File: config.mk
export PLATFORM = sky130hd
export DESIGN_NAME = control_cmd_readrow_ctrl
export DESIGN_NICKNAME = d
export VERILOG_FILES = /design/src/rtl/control_cmd_readrow_ctrl.sv
export SDC_FILE = /design/constraint.sdc
export NUM_CORES = 1
export LEC_CHECK = 0
export CAP_MARGIN = 0
export CORE_MARGIN = 5
export CORE_UTILIZATION = 25
export CTS_CLUSTER_DIAMETER = 150
export CTS_CLUSTER_SIZE = 30
export DETAILED_ROUTE_END_ITERATION = 8
export DONT_BUFFER_PORTS = 1
export GPL_TIMING_DRIVEN = 0
export SLEW_MARGIN = 10
export SYNTH_ARGS = -nofsm -noshare
export SYNTH_HDL_FRONTEND = slang
export SYNTH_SLANG_ARGS = --single-unit
export TNS_END_PERCENT = 100
File: constraint.sdc
create_clock -name clk -period 1.8 [get_ports clk]
set_clock_uncertainty 0.1 [all_clocks]
set_input_delay 0.36 -clock clk [delete_from_list [all_inputs] [get_ports clk]]
set_output_delay 0.36 -clock clk [all_outputs]
set_load 0.01 [all_outputs]
File: src/rtl/control_cmd_readrow_ctrl.sv
// Load-row command handler: a row-address byte followed by the row's pixel bytes,
// each pixel byte turned into a single-cycle RAM write with row/column/byte addresses.
module control_cmd_readrow_ctrl #(
  parameter int PIXEL_WIDTH     = 64,
  parameter int PIXEL_HEIGHT    = 32,
  parameter int BYTES_PER_PIXEL = 2,
  parameter int ROW_BITS        = $clog2(PIXEL_HEIGHT),
  parameter int COL_BITS        = $clog2(PIXEL_WIDTH),
  parameter int PIX_BITS        = (BYTES_PER_PIXEL > 1) ? $clog2(BYTES_PER_PIXEL) : 1
) (
  input  logic                clk,
  input  logic                reset,
  input  logic                enable,
  input  logic [7:0]          data_in,
  output logic [ROW_BITS-1:0] row,
  output logic [COL_BITS-1:0] column,
  output logic [PIX_BITS-1:0] pixel,
  output logic [7:0]          data_out,
  output logic                ram_write_enable,
  output logic                ram_access_start,
  output logic                done
);

  localparam logic [COL_BITS-1:0] COL_LAST  = COL_BITS'(PIXEL_WIDTH - 1);
  localparam logic [PIX_BITS-1:0] BYTE_LAST = PIX_BITS'(BYTES_PER_PIXEL - 1);

  typedef enum logic [1:0] {
    ST_ROW  = 2'd0,
    ST_DATA = 2'd1,
    ST_DONE = 2'd2
  } state_t;

  state_t              state;
  logic [COL_BITS-1:0] col_cnt;
  logic [PIX_BITS-1:0] byte_cnt;
  logic                first;

  // Row FSM with registered write/address outputs; counters walk MSB-first.
  always_ff @(posedge clk) begin
    if (reset) begin
      state            <= ST_ROW;
      col_cnt          <= COL_LAST;
      byte_cnt         <= BYTE_LAST;
      first            <= 1'b0;
      row              <= '0;
      column           <= '0;
      pixel            <= '0;
      data_out         <= 8'h00;
      ram_write_enable <= 1'b0;
      ram_access_start <= 1'b0;
      done             <= 1'b0;
    end else begin
      ram_write_enable <= 1'b0;
      ram_access_start <= 1'b0;
      done             <= 1'b0;
      case (state)
        ST_ROW: begin
          if (enable) begin
            row      <= data_in[ROW_BITS-1:0];
            col_cnt  <= COL_LAST;
            byte_cnt <= BYTE_LAST;
            first    <= 1'b1;
            state    <= ST_DATA;
          end
        end
        ST_DATA: begin
          if (enable) begin
            data_out         <= data_in;
            column           <= col_cnt;
            pixel            <= byte_cnt;
            ram_write_enable <= 1'b1;
            ram_access_start <= first;
            first            <= 1'b0;
            if (byte_cnt == '0) begin
              byte_cnt <= BYTE_LAST;
              if (col_cnt == '0) begin
                state <= ST_DONE;
              end else begin
                col_cnt <= col_cnt - COL_BITS'(1);
              end
            end else begin
              byte_cnt <= byte_cnt - PIX_BITS'(1);
            end
          end
        end
        ST_DONE: begin
          // A strobe landing here is deliberately dropped.
          done  <= 1'b1;
          state <= ST_ROW;
        end
        default: begin
          state <= ST_ROW;
        end
      endcase
    end
  end

endmodule

Word-level counts from Yosys, hierarchy flattened
Index checks and enable logic that the tools add are counted.

storage, ports and cells
  register bits after elaboration = 33
  latch bits = 0
  bits in writable memories = 0
  memory bits (read-only) = 0
  bits of input ports = 11
  word-level logic and storage cells = 50
  memories kept = 0

operators by class
  $add $sub $neg = 2
  multipliers = 0
  div/mod/pow operators = 0
  $lt $le $gt $ge = 0
  equality and inequality tests = 7
  shifts and indexed selects = 0
  muxes and demuxes = 18
  bitwise operators = 2
  reductions and logical operators = 10

operators with widths
  kind                 count
  $mux 6               4
  $pmux 6 s2           1
  $ne 2x2->1 const B   5
  $mux 2               4
  $logic_not 6->1      1
  $mux 1               6
  $sub 6x1->6 const B  1
  $reduce_and 5->1     1
  $pmux 1 s2           2
  $pmux 2 s2           1
  $reduce_and 2->1     2
  $reduce_and 4->1     1
  $reduce_and 3->1     1
  $reduce_or 3->1      1
  $eq 2x1->1 const B   1
  $eq 2x2->1 const B   1
  $logic_not 2->1      1
  $not 1->1            2
  $reduce_bool 2->1    1
  $reduce_or 2->1      1
  $sub 1x1->1 const B  1

Depth between registers and ports, before layout
Gate-level depths: netlist of the first run.

  depth after elaboration = 5
  gate-level depth with buffers = 6

Least setup slack after synthesis of the first run
No wires, ideal clock.

  path kind = register to register
  start = register col_cnt[0]
  end = register col_cnt[3]
  library setup time = 0.114 ns
  data arrival time = 1.640 ns
  required time = 1.586 ns
  setup slack = -0.054 ns
  stages on the path, launching flop included = 7
  period minus slack after synthesis = 1.854 ns
  cells stage by stage = dfxtp_1 inv_1 ha_1 or4b_4 or2_4 a311o_1 a21o_1

between the ends
  longest elaborated chain between the ends = 5
  elaborated cells between the ends (all ways) = 8
  classes of those cells = add/sub (1); eq/ne (1); mux (4); reduce/logical (2)

ends and longest elaborated chain
  what                    line  RTL
  from (decl)             34    logic [COL_BITS-1:0] col_cnt;
  from (signal assigned)  79    col_cnt <= col_cnt - COL_BITS'(1);
  $sub 6x1->6             79
  $mux 6                  76    if (col_cnt == '0) begin
  $mux 6                  74    if (byte_cnt == '0) begin
  $mux 6                  67    if (enable) begin
  $pmux 6 s2              56    case (state)

Several ways; a longest one is shown, not always the timed one. The select of a mux whose other input is x is not followed.
A chain may end at the register's enable or synchronous reset.

Worst setup path in the final report of the first run
Ends and elaborated chain as after synthesis.

==> impl_metrics.ini, run 1 <==
[setup_path]
cp_data_required_time_ps = 1880
worstPathCellList = inv_4, ha_4, or4b_4, or2_4, a311o_1, a21o_1
rr_worst_depth = 6
max_stage_delay_ps = 470
r2r_setup_slack_ps = -70
path_class = flop to flop
crit_path_max_fanout = 3
worstReg2RegStart = col_cnt[0]
end_kind = flop
cp_slowest_cell = or4b_4
critPathArrivalTime_ps = 1960
crit_path_start_kind = flop
r2r-end = col_cnt[3]

[drt]
antenna_left = 0
drt_iter0_drc = 45
routed_wl_mm = 3.38
via_count = 1128
viasPerCell = 4.74
first_pass_iters = 4
detail_route.wl_per_cell_um = 14.2
drc_errors = 0

[min_path]
hold_path_class = input pin to flop
hp-start = data_in[4]
min_to = row[4]
holdPathStages = 2

[timing]
min_period_ps = 1870
finalSetupViolCount = 1
worst_slew_pin_slew_ps = 519
hold_viol_final = 0
relSlewSlack_pct = 65.4
grt_setup_unrepaired = yes
fmax_ghz = 0.534
worst_slack_ps = -72.8
setup-tns-final_ps = -72.8
period_share_pct = 104
slew_viol_final = 0

[run]
max_cap_violations = 0

[global_route]
gr-total-overflow = 0
grt_pass1_wl_mm = 5.26
grt_max_degree = 11
grt.total_usage_pct = 10.6
grt_pass1_vias = 1140
antenna_found_initial = 0

[die]
die_h_um = 82.2
initial_core_util_pct = 25.7
fp.dieArea_um2 = 6760
io_pins = 34
core.rowCount = 26
core_area_um2 = 5070
die_w_um = 82.2

[synthesis]
synthArstFlopShare_pct = 0
netlist_area_um2 = 1300
synth_ff_type = dfxtp_1
syn_nets = 170
yosys_warnings = 0
avgSynthCellArea_um2 = 8.30
synth_edf_count = 0
ys_seq_elements = 33
synth_cell_type_count = 32
syn_inst = 157
yosysSeqAreaShare_pct = 50.7

[layout]
drive_above_1_share_pct = 13.1
n_antenna_cell = 0
fin_nets = 182
area_growth_pct = 17.7

[cts]
h-tree-depth = 2
clk-insertion-delay-late_ps = 280
numClockSinks = 33
ctsHoldBuffers = 0
clk_pin_slew_ps = 60
cts-root-buf = clkbuf_8
cts_made_buffers = 5
clk_path_buf_depth = 2
cts_tree = built

[placement]
pre_cts_ws_ps = -133
routabilityCongestion = 0.803
dp_hpwl_mm = 2.27
io_buffers = 0

[pwr]
leakage_nw = 0.563
pwr_density_cell_nw_per_um2 = 909
ir_worst_vdd_mv = 0.253

[outcome]
violations = negative setup slack
status = complete, but fails checks
## stage by stage
step,power (W),cells,hold slack [ps],instance area [um2],util (%)
final,0.00139,238,104,1530,30.2
after global routing,0.00147,238,87.4,1530,30.2
after CTS,0.00142,235,94.4,1500,29.6
after detailed placement,0.000899,227,341,1390,27.4
after global placement,0.000896,227,337,1390,27.4
after floorplan,0.000868,157,324,1300,-
## cells by family (layout without fill, tap and decap cells)
family,Yosys count,count (layout),synth area share [%]
compound gates,41,41,19.2
fa+ha+maj,2,2,1.92
flops,33,33,50.7
mux,1,1,0.768
buf+inv,13,24,3.84
simple gates,67,67,23.6
## worst max path at each step
| stage | startpoint | endpoint | slack, ps | depth (start not counted) |
|---|---|---|---|---|
| after floorplan | col_cnt[0] | col_cnt[3] | -50 | 6 |
| after global placement | col_cnt[0] | col_cnt[3] | -130 | 6 |
| after detailed placement | col_cnt[0] | col_cnt[3] | -130 | 6 |
| after CTS | col_cnt[0] | col_cnt[3] | -60 | 6 |
| after global routing | col_cnt[0] | col_cnt[3] | -120 | 6 |
| final | col_cnt[0] | col_cnt[3] | -70 | 6 |
## power by group
group | internal, W | leakage, nW | switching, W
registers | 0.000759 | 0.269 | 0.0000323
logic | 0.0000306 | 0.254 | 0.0000642
clock network | 0.000254 | 0.0399 | 0.000255
## registers in the layout (all words and copies together), names as in the netlist
| signal | cells |
|---|---|
| data_out | 8 |
| col_cnt | 6 |
| ram_access_start | 1 |
| pixel | 1 |
| byte_cnt | 1 |
| ram_write_enable | 1 |
| column | 6 |
| row | 5 |
| first | 1 |
| done | 1 |
| state | 2 |
## synth_stat cells (2+ instances only)
library cell	instances	area (um2)
ha_1	2	25.0
inv_1	4	15.0
nand3_1	3	15.0
nor3_1	3	15.0
nor2b_1	2	12.5
o31a_1	2	17.5
nand2b_1	2	12.5
o21ai_0	8	40.0
clkbuf_1	8	30.0
a21o_1	2	15.0
nand2_1	37	139
a21oi_1	21	105
nor2_1	11	41.3
dfxtp_1	33	661
nor3b_1	2	15.0
## worst max-delay path: cells and delay by family, from the launching register on
family / cells / cell delay [ps]
buf+inv: 1 / 60
simple gates: 2 / 730
flops: 1 / 350
compound gates: 2 / 410
fa+ha+maj: 1 / 120
## routing by layer
| metal | GRT usage, % | wire length (um) | vias up |
|---|---|---|---|
| met2 | 16.5 | 1520 | 42 |
| met5 | 0 | 0 | - |
| li1 | - | - | 558 |
| met1 | 10.8 | 1380 | 519 |
| met3 | 6.51 | 392 | 9 |
| met4 | 6.64 | 84 | 0 |
## final cells by class
class | count | area, um2
timing repair buffer | 5 | 37.5
sequential | 33 | 666
tap | 70 | 87.6
buffer | 9 | 36.3
multi-input combinational | 111 | 616
clock inverter | 1 | 5.00
fill | 577 | 3540
inverter | 4 | 17.5
clock buffer | 5 | 68.8
## cell usage in the layout, fill, tap and decap left out, drive strengths merged, types with 3 or more instances in the layout
cell type	count
nand2	37
dfxtp	33
a21oi	21
clkbuf	13
nor2	11
o21ai	8
buf	6
inv	4
nor3	3
nand3	3
## what timing repair did
action / 4_1_cts / 5_1_grt
setup buffers: 2 / 3
endpoints found under the hold margin: 0 / 0
resized for setup: 9 / 5
setup endpoints to repair: 14 / 14
Power figures use the tool's default switching activity.
==> run 2, diff against run 1 <==
- CAP_MARGIN: 0 -> 20
==> results of run 2 <==
The final DEF is identical to that of run 1; final timing and power are the same.
==> run 3, diff against run 2 <==
- CTS_BUF_LIST: unset -> sky130_fd_sc_hd__clkbuf_16
==> run 3 against run 2 <==
Net effect:
- the run still ends with negative setup slack left
- die area did not move
- worst setup slack gained 18 ps
- non-clock buffer count rose by 2
- clock power rose by 50%
- register-to-register slack improved by 20 ps
- hold slack improved by 14 ps
==> impl_metrics.ini, run 3 (synthesis results as in run 1) <==
[outcome]
status = complete, but fails checks
violations = negative setup slack

[placement]
routabilityCongestion = 0.803
dp.cells = 227
io_buffers = 0
pre_cts_ws_ps = -133
dp_hpwl_mm = 2.27
dpl_cell_area_um2 = 1390

[die]
die_h_um = 82.2
initial_core_util_pct = 25.7
core_area_um2 = 5070
die_w_um = 82.2
io_pins = 34
core.rowCount = 26
fp.dieArea_um2 = 6760

[layout]
final_common_cell = nand2_1
final_area_um2 = 1620
multiInputGateArea_um2 = 619
final_core_util_pct = 31.9
top_regs = data_out: 8 flops, col_cnt: 6 flops, column: 6 flops
drive_above_1_share_pct = 14.1
largest-register = data_out
fin_cells = 240
n_antenna_cell = 0
num-fill-cells = 571
seqCellArea_um2 = 668
largest_reg_flops = 8
final_cell_mix = nand2_1 (37), dfxtp_1 (31), a21oi_1 (21)
fin_nets = 184
area_growth_pct = 24.0

[global_route]
antenna_found_initial = 0
grt_use_met3_pct = 6.51
grt.total_usage_pct = 10.8
top_usage_layer = met2
gr-total-overflow = 0
grt_pass1_vias = 1146
grt_max_degree = 11
grt_pass1_wl_mm = 5.31
use_met1_pct = 10.8
grt_util_met2_pct = 17.0

[timing]
slew_viol_final = 0
fmax_ghz = 0.539
period_share_pct = 103
relSlewSlack_pct = 67.6
hold_viol_final = 0
finalSetupViolCount = 4
grt_setup_unrepaired = yes
worst_slew_pin_slew_ps = 486
whs_ps = 118
worst_slack_ps = -54.6
min_period_ps = 1850

[setup_path]
cp_top_family = simple AND/OR/NAND/NOR gates
crit_path_start_kind = flop
worstReg2RegStart = col_cnt[0]
cp.depth = 7
critPathArrivalTime_ps = 1910
end_kind = flop
rr_worst_depth = 7
cp_slowest_cell = or4b_4
max_stage_delay_ps = 470
r2r_setup_slack_ps = -50
worstPathCellList = inv_4, ha_4, or4b_4, buf_6, nor2_4, o21ai_2, a221o_1
cp_data_required_time_ps = 1850
crit_buf_inv = 2
r2r-end = col_cnt[0]
path_class = flop to flop
crit_path_max_fanout = 2

[cts]
clk_pin_slew_ps = 50
ctsHoldBuffers = 0
clk-insertion-delay-late_ps = 270
h-tree-depth = 2
clk_path_buf_depth = 2
cts_made_buffers = 5
numClockSinks = 33
cts-root-buf = clkbuf_16
cts_tree = built

[drt]
drt_iter0_drc = 62
first_pass_iters = 4
detail_route.wl_per_cell_um = 14.1
drc_errors = 0
routed_wl_mm = 3.39
viasPerCell = 4.77
antenna_left = 0
via_count = 1144

[min_path]
min_to = data_out[4]
hold_path_class = input pin to flop
hp-start = data_in[4]
holdPathStages = 2

[run]
max_cap_violations = 0

[pwr]
ir_worst_vdd_mv = 0.352
pwr_density_cell_nw_per_um2 = 1020
leakage_nw = 0.597
==> run 3: area by class of cell <==
| class | instances | share of cell area [%] |
|---|---|---|
| buffer | 9 | 2.17 |
| clock buffer | 5 | 7.74 |
| clock inverter | 1 | 0.310 |
| inverter | 4 | 1.24 |
| multi-input combinational | 111 | 38.3 |
| sequential | 33 | 41.3 |
| tap | 70 | 5.42 |
| timing repair buffer | 7 | 3.48 |
==> run 3: worst max path at each step <==
stage                     from         end  slack, ps
floorplan           col_cnt[0]  col_cnt[3]        -50
global placement    col_cnt[0]  col_cnt[3]       -130
detailed placement  col_cnt[0]  col_cnt[3]       -130
CTS                 col_cnt[0]  col_cnt[3]        -60
global route        col_cnt[0]  col_cnt[2]       -100
finish              col_cnt[0]  col_cnt[0]        -50
==> run 3: stage by stage <==
step                      total power, W  TNS [ps]
after floorplan                 0.000868     -53.9
after global placement          0.000896      -471
after global routing             0.00173     -1160
final                            0.00165      -192
after detailed placement        0.000899      -934
after CTS                        0.00169      -153
==> run 3: routing by layer <==
layer,vias to the layer above,wire (um)
li1,560,-
met1,528,1360
met2,48,1550
met3,8,415
met4,0,64
met5,-,0
==> run 3: worst reg2reg max path, cell delays in order (launching register included) <==
cell and delay [ps]:
dfxtp_4 350, inv_4 60, ha_4 120, or4b_4 470, buf_6 140, nor2_4 100, o21ai_2 80, a221o_1 310
==> run 3: power breakdown <==
| group | leakage (nW) | internal [W] | switching, W |
|---|---|---|---|
| Clock | 0.0655 | 0.000492 | 0.000272 |
| Sequential | 0.269 | 0.000759 | 0.0000326 |
| Combinational | 0.262 | 0.0000288 | 0.0000626 |
==> run 3: repair_timing <==
item                       4_1_cts  5_1_grt
pin swaps                        5        2
hold endpoints to repair         0        0
resized for setup               16        0
setup buffers                    6        1
setup endpoints to repair       14       14
cloned                           0        0
